$ cat src/rtl/spla_pkg.sv
// ============================================================================
// Module : spla_pkg
// Brief  : Shared type definitions for the frequency meter block.
// Rev    : 1.0  initial release
// ============================================================================
`default_nettype none

package spla_pkg;

    typedef enum logic [1:0] {
        ST_IDLE      = 2'd0,
        ST_ARMED     = 2'd1,
        ST_TIMED_OUT = 2'd2
    } fm_state_t;

endpackage

`default_nettype wire

$ cat src/rtl/sync2.sv
// ============================================================================
// Module : sync2
// Brief  : Two-flop single-bit synchroniser with asynchronous active-low reset.
// Rev    : 1.0  initial release
// ============================================================================
`default_nettype none

module sync2 (
    input  logic clock,
    input  logic reset_n,
    input  logic i_d,
    output logic o_q
);

    logic [1:0] r_sync;

    always_ff @(posedge clock or negedge reset_n) begin
        if (!reset_n) begin
            r_sync <= 2'b00;
        end else begin
            r_sync <= {r_sync[0], i_d};
        end
    end

    assign o_q = r_sync[1];

endmodule

`default_nettype wire

$ cat src/rtl/freq_meter.sv
// ============================================================================
// Module : freq_meter
// Brief  : Measures the period of an asynchronous square wave, flags range and
//          timeout. Define FREQ_METER_MINMAX_EN to add min/max tracking.
// Rev    : 1.0  initial release
// ============================================================================
`default_nettype none

module freq_meter
    import spla_pkg::*;
#(
    parameter int W        = 24,
    parameter int EXPECTED = 12000000,
    parameter int TOL      = 120000,
    parameter int TIMEOUT  = 15000000
) (
    input  logic         clock,
    input  logic         reset_n,
    input  logic         sig_i,
    output logic [W-1:0] period_o,
    output logic         valid_o,
    output logic         in_range_o,
    output logic         timeout_o,
    output logic         ok_led_o
`ifdef FREQ_METER_MINMAX_EN
    ,
    input  logic         clear_i,
    output logic [W-1:0] min_o,
    output logic [W-1:0] max_o
`endif
);

    // Window bounds carry one extra bit so EXPECTED+TOL cannot wrap.
    localparam logic [W:0]   c_lo      = (EXPECTED > TOL) ? (W+1)'(EXPECTED - TOL) : '0;
    localparam logic [W:0]   c_hi      = (W+1)'(EXPECTED + TOL);
    localparam logic [W-1:0] c_timeout = W'(TIMEOUT);
    localparam logic [W-1:0] c_cnt_max = '1;
    localparam logic [W-1:0] c_cnt_one = W'(1);

    logic         w_sync;
    logic         r_prev;
    logic         w_rise;
    fm_state_t    r_state;
    fm_state_t    w_state_nxt;
    logic [W-1:0] r_cnt;
    logic [W-1:0] w_cnt_nxt;
    logic [W-1:0] w_cnt_inc;
    logic         w_meas;
    logic         w_to_set;
    logic         w_to_clr;
    logic         w_in_win;
    logic [W-1:0] r_period;
    logic         r_valid;
    logic         r_in_range;
    logic         r_timeout;

    sync2 u_sync2 (
        .clock   (clock),
        .reset_n (reset_n),
        .i_d     (sig_i),
        .o_q     (w_sync)
    );

    always_ff @(posedge clock or negedge reset_n) begin
        if (!reset_n) begin
            r_prev <= 1'b0;
        end else begin
            r_prev <= w_sync;
        end
    end

    assign w_rise    = w_sync & ~r_prev;
    assign w_cnt_inc = (r_cnt == c_cnt_max) ? r_cnt : r_cnt + c_cnt_one;
    assign w_in_win  = ({1'b0, r_cnt} >= c_lo) && ({1'b0, r_cnt} <= c_hi);

    always_ff @(posedge clock or negedge reset_n) begin
        if (!reset_n) begin
            r_state <= ST_IDLE;
            r_cnt   <= '0;
        end else begin
            r_state <= w_state_nxt;
            r_cnt   <= w_cnt_nxt;
        end
    end

    // An edge in the same cycle as the timeout count takes priority.
    always_comb begin
        w_state_nxt = r_state;
        w_cnt_nxt   = r_cnt;
        w_meas      = 1'b0;
        w_to_set    = 1'b0;
        w_to_clr    = 1'b0;
        case (r_state)
            ST_IDLE: begin
                if (w_rise) begin
                    w_cnt_nxt   = c_cnt_one;
                    w_state_nxt = ST_ARMED;
                end
            end
            ST_ARMED: begin
                if (w_rise) begin
                    w_meas    = 1'b1;
                    w_cnt_nxt = c_cnt_one;
                end else if (r_cnt == c_timeout) begin
                    w_to_set    = 1'b1;
                    w_state_nxt = ST_TIMED_OUT;
                end else begin
                    w_cnt_nxt = w_cnt_inc;
                end
            end
            ST_TIMED_OUT: begin
                if (w_rise) begin
                    w_to_clr    = 1'b1;
                    w_cnt_nxt   = c_cnt_one;
                    w_state_nxt = ST_ARMED;
                end
            end
            default: begin
                w_state_nxt = ST_IDLE;
            end
        endcase
    end

    always_ff @(posedge clock or negedge reset_n) begin
        if (!reset_n) begin
            r_period   <= '0;
            r_valid    <= 1'b0;
            r_in_range <= 1'b0;
            r_timeout  <= 1'b0;
        end else begin
            r_valid <= w_meas;
            if (w_meas) begin
                r_period   <= r_cnt;
                r_in_range <= w_in_win;
            end
            if (w_to_set) begin
                r_timeout  <= 1'b1;
                r_in_range <= 1'b0;
            end
            if (w_to_clr) begin
                r_timeout <= 1'b0;
            end
        end
    end

    assign period_o   = r_period;
    assign valid_o    = r_valid;
    assign in_range_o = r_in_range;
    assign timeout_o  = r_timeout;
    assign ok_led_o   = r_in_range & ~r_timeout;

`ifdef FREQ_METER_MINMAX_EN
    logic [W-1:0] r_min;
    logic [W-1:0] r_max;
    logic         r_have_first;

    // A clear coinciding with a measurement treats that measurement as the first.
    always_ff @(posedge clock or negedge reset_n) begin
        if (!reset_n) begin
            r_min        <= '0;
            r_max        <= '0;
            r_have_first <= 1'b0;
        end else if (w_meas) begin
            r_have_first <= 1'b1;
            if (!r_have_first || clear_i) begin
                r_min <= r_cnt;
                r_max <= r_cnt;
            end else begin
                if (r_cnt < r_min) r_min <= r_cnt;
                if (r_cnt > r_max) r_max <= r_cnt;
            end
        end else if (clear_i) begin
            r_have_first <= 1'b0;
        end
    end

    assign min_o = r_min;
    assign max_o = r_max;
`endif

endmodule

`default_nettype wire

$ cat config.mk
export PLATFORM = sky130hd
export DESIGN_NAME = freq_meter
export DESIGN_NICKNAME = d
export VERILOG_FILES = /design/src/rtl/spla_pkg.sv /design/src/rtl/sync2.sv /design/src/rtl/freq_meter.sv
export SDC_FILE = /design/constraint.sdc
export NUM_CORES = 1
export LEC_CHECK = 0
export ABC_AREA = 1
export CAP_MARGIN = 20
export CORE_AREA = 2 2 84 86
export DETAILED_ROUTE_END_ITERATION = 10
export DIE_AREA = 0 0 86 88
export DONT_BUFFER_PORTS = 1
export RECOVER_POWER = 25
export SKIP_LAST_GASP = 1
export SLEW_MARGIN = 20
export SYNTH_ARGS = -nofsm -noshare
export SYNTH_HDL_FRONTEND = slang
export SYNTH_SLANG_ARGS = --single-unit
$ cat constraint.sdc
create_clock -name clock -period 4.7 [get_ports clock]
set_input_delay 0.235 -clock clock [delete_from_list [all_inputs] [get_ports clock]]
set_output_delay 0.235 -clock clock [all_outputs]
set_load 0.01 [all_outputs]
==> out/results.txt <==
run status = completed
CP Class = register to register
via density per instance = 5.18
final core utilization = 51.5%
PostCTS Resize Cnt = 0
final wirelength = 7780 um
design area = 3420 um^2
Syn Nets = 462
clk buf depth = 2
root buffer cell = clkbuf_8
Hold Vio Cnt, Final = 0
initial antenna violation count = 0
commonest cells after routing, fill and taps aside = 182 x nand2_1, 65 x nor2_1, 56 x dfrtp_1
nets = 460
largest family of logic cells by synthesized area = simple AND/OR/NAND/NOR gates
critical path startpoint category = register
leakage = 1.63 nW
Fmax = 503 MHz
Num CTS Buffers = 5
Setup Total Neg Slack = 0 ns
largest net degree at the start of global routing = 57
final setup fails = 0
Avg Inst Size Synth = 7.14 um^2
CP Max Fanout = 24
Initial DRC Count = 153
hold crit path type = register to register
Antenna diodes = 0
number of global-route vias before repair = 2661
Site Rows = 30
YS warnings = 0
total die area = 7570 um^2
Tcrit/Tclk final = 42.3%
antenna-violating nets left = 0
io pins = 31
DR pass1 iterations = 4
Initial Utilization = 49.1%
commonest non-fill, non-tap cell in the layout = nand2_1
I/O Buffers = 0
simple-gate share of the synthesized area = 40.2%
GRT Overall Usage = 22.4%
sequential area share after synthesis = 42.9%
core area = 6640 um^2
die height = 88 um
post-synthesis xor/xnor area fraction = 2.15%
Mapped Area = 3260 um^2
DP Wirelength = 5700 um
multiplexer area fraction after synthesis = 0%
Overflow after GRT = 0
Placer Congestion = 0.938
RSZ-0062 raised after global routing = false
Post-DP Area = 3280 um^2
max-slew violations = 0
Worst Setup End Kind = register
layout cell share with drive strength beyond 1 = 8.55%
clk_lat worst skew = 0.31 ns
Async SR Flop Fraction = 100%
total power = 972 uW
H-tree Lvls = 2
Critical Path RT = 4.95 ns
vias = 2777
Worst slew margin = 54.1%
WL/cell = 14.5 um
Synth Area in Compound Gates = 6.44%
DRC violation count after routing = 0
distinct cell type count of the synthesized netlist = 30
Syn Inst Count = 457
clk slew on worst S/H paths = 0.11 ns
first-pass GRT wire length = 13400 um
WHS = 0.362 ns
CTS Sinks = 56
max-cap violations = 0
Cell Pwr Density = 284 nW/um^2
Worst-Margin Slew = 0.688 ns
Top FF cell, synth = dfrtp_1
Die Span X = 86 um
peak supply drop = 0.154 mV
Tmin final = 1.99 ns
Data arrival, critical path = 2.24 ns
Final Skew = 0.0103 ns
Syn-to-layout area delta = 4.71%
Worst R2R Setup Slack = 2.71 ns
post-synthesis adder-cell area fraction = 0.767%
CTS tree = yes
number of synthesized flops with an enable pin = 0
#FFs+latches synth = 56
## what timing repair did
item                       CTS  global route
hold endpoints to repair    57             0
setup endpoints to repair    0             0
hold buffers                 3             0
setup buffers                0             0
## through the flow
stage	setup slack, ns	std cells
after floorplan	3.01	457
after global placement	2.65	525
after detailed placement	2.73	525
after CTS	2.70	536
after global routing	2.54	536
final	2.71	536
## per-layer routing
metal	vias up	wire (um)	global-route usage (%)	part of all wire, %
met1	1304	3780	31.4	49
li1	1392	-	-	-
met2	72	3510	36.5	45
met3	9	376	3.39	4.8
met5	-	0	0	0
met4	0	115	5.77	1.5
## cell type report
cell class | instances | area (um^2)
Clock buffer | 6 | 72.6
Clock inverter | 2 | 16.3
Fill cell | 696 | 3230
Inverter | 43 | 161
Multi-Input combinational cell | 346 | 1620
Sequential cell | 56 | 1400
Tap cell | 80 | 100
Timing Repair Buffer | 3 | 47.5
## worst max-delay path, stage by stage, from the launching register on
cell and delay (ns):
dfrtp_1 0.46, ha_1 0.29, nand2_2 0.13, nor2_4 0.06
nand2_8 0.09, nor2_8 0.05, nand3_2 0.07, nor2_4 0.04
nor2_4 0.49, nand2_1 0.11, nand2_1 0.10
## logic make-up after synthesis
kind of cell | after synthesis
simple gates | 299
flops | 56
buf+inv | 55
compound gates | 37
xor+xnor | 8
fa+ha+maj | 2
## synth_stat cells, types with 2 or more instances
library cell / n / area (um^2)
nand2_1: 182 / 683
nor2_1: 65 / 244
dfrtp_1: 56 / 1400
inv_1: 39 / 146
o21ai_0: 28 / 140
nand3_1: 21 / 105
nand2_2: 10 / 62.6
nor2_4: 8 / 90.1
xor2_1: 8 / 70.1
clkbuf_1: 7 / 26.3
a21oi_1: 4 / 20.0
nor3_1: 4 / 20.0
buf_6: 3 / 33.8
inv_2: 3 / 11.3
ha_1: 2 / 25.0
nor2_2: 2 / 12.5
o31ai_1: 2 / 15.0
## path summary, 6_finish.rpt
path	from	end	depth (start not counted)
worst max-delay path	r_cnt[0]	r_cnt[6]	10
worst min-delay path	u_sync2.r_sync[0]	u_sync2.r_sync[1]	0
worst max register to register	r_cnt[0]	r_cnt[6]	10
worst min register to register	u_sync2.r_sync[0]	u_sync2.r_sync[1]	0
max in group asynchronous	reset_n	r_cnt[4]	2
min in group asynchronous	reset_n	r_cnt[0]	2
## where the power goes
part | leakage (nW) | internal, mW | switching [mW]
combinational | 0.825 | 0.0429 | 0.106
clock | 0.0414 | 0.107 | 0.163
sequential | 0.762 | 0.511 | 0.0433
total | 1.63 | 0.660 | 0.312
## registers in the layout (all words and copies together) (netlist names)
register and cells:
valid_o 1, in_range_o 1, r_state 2, timeout_o 1, u_sync2.r_sync 2, period_o 24, r_prev 1, r_cnt 24
Note: power is estimated with default switching activity, not from simulation.
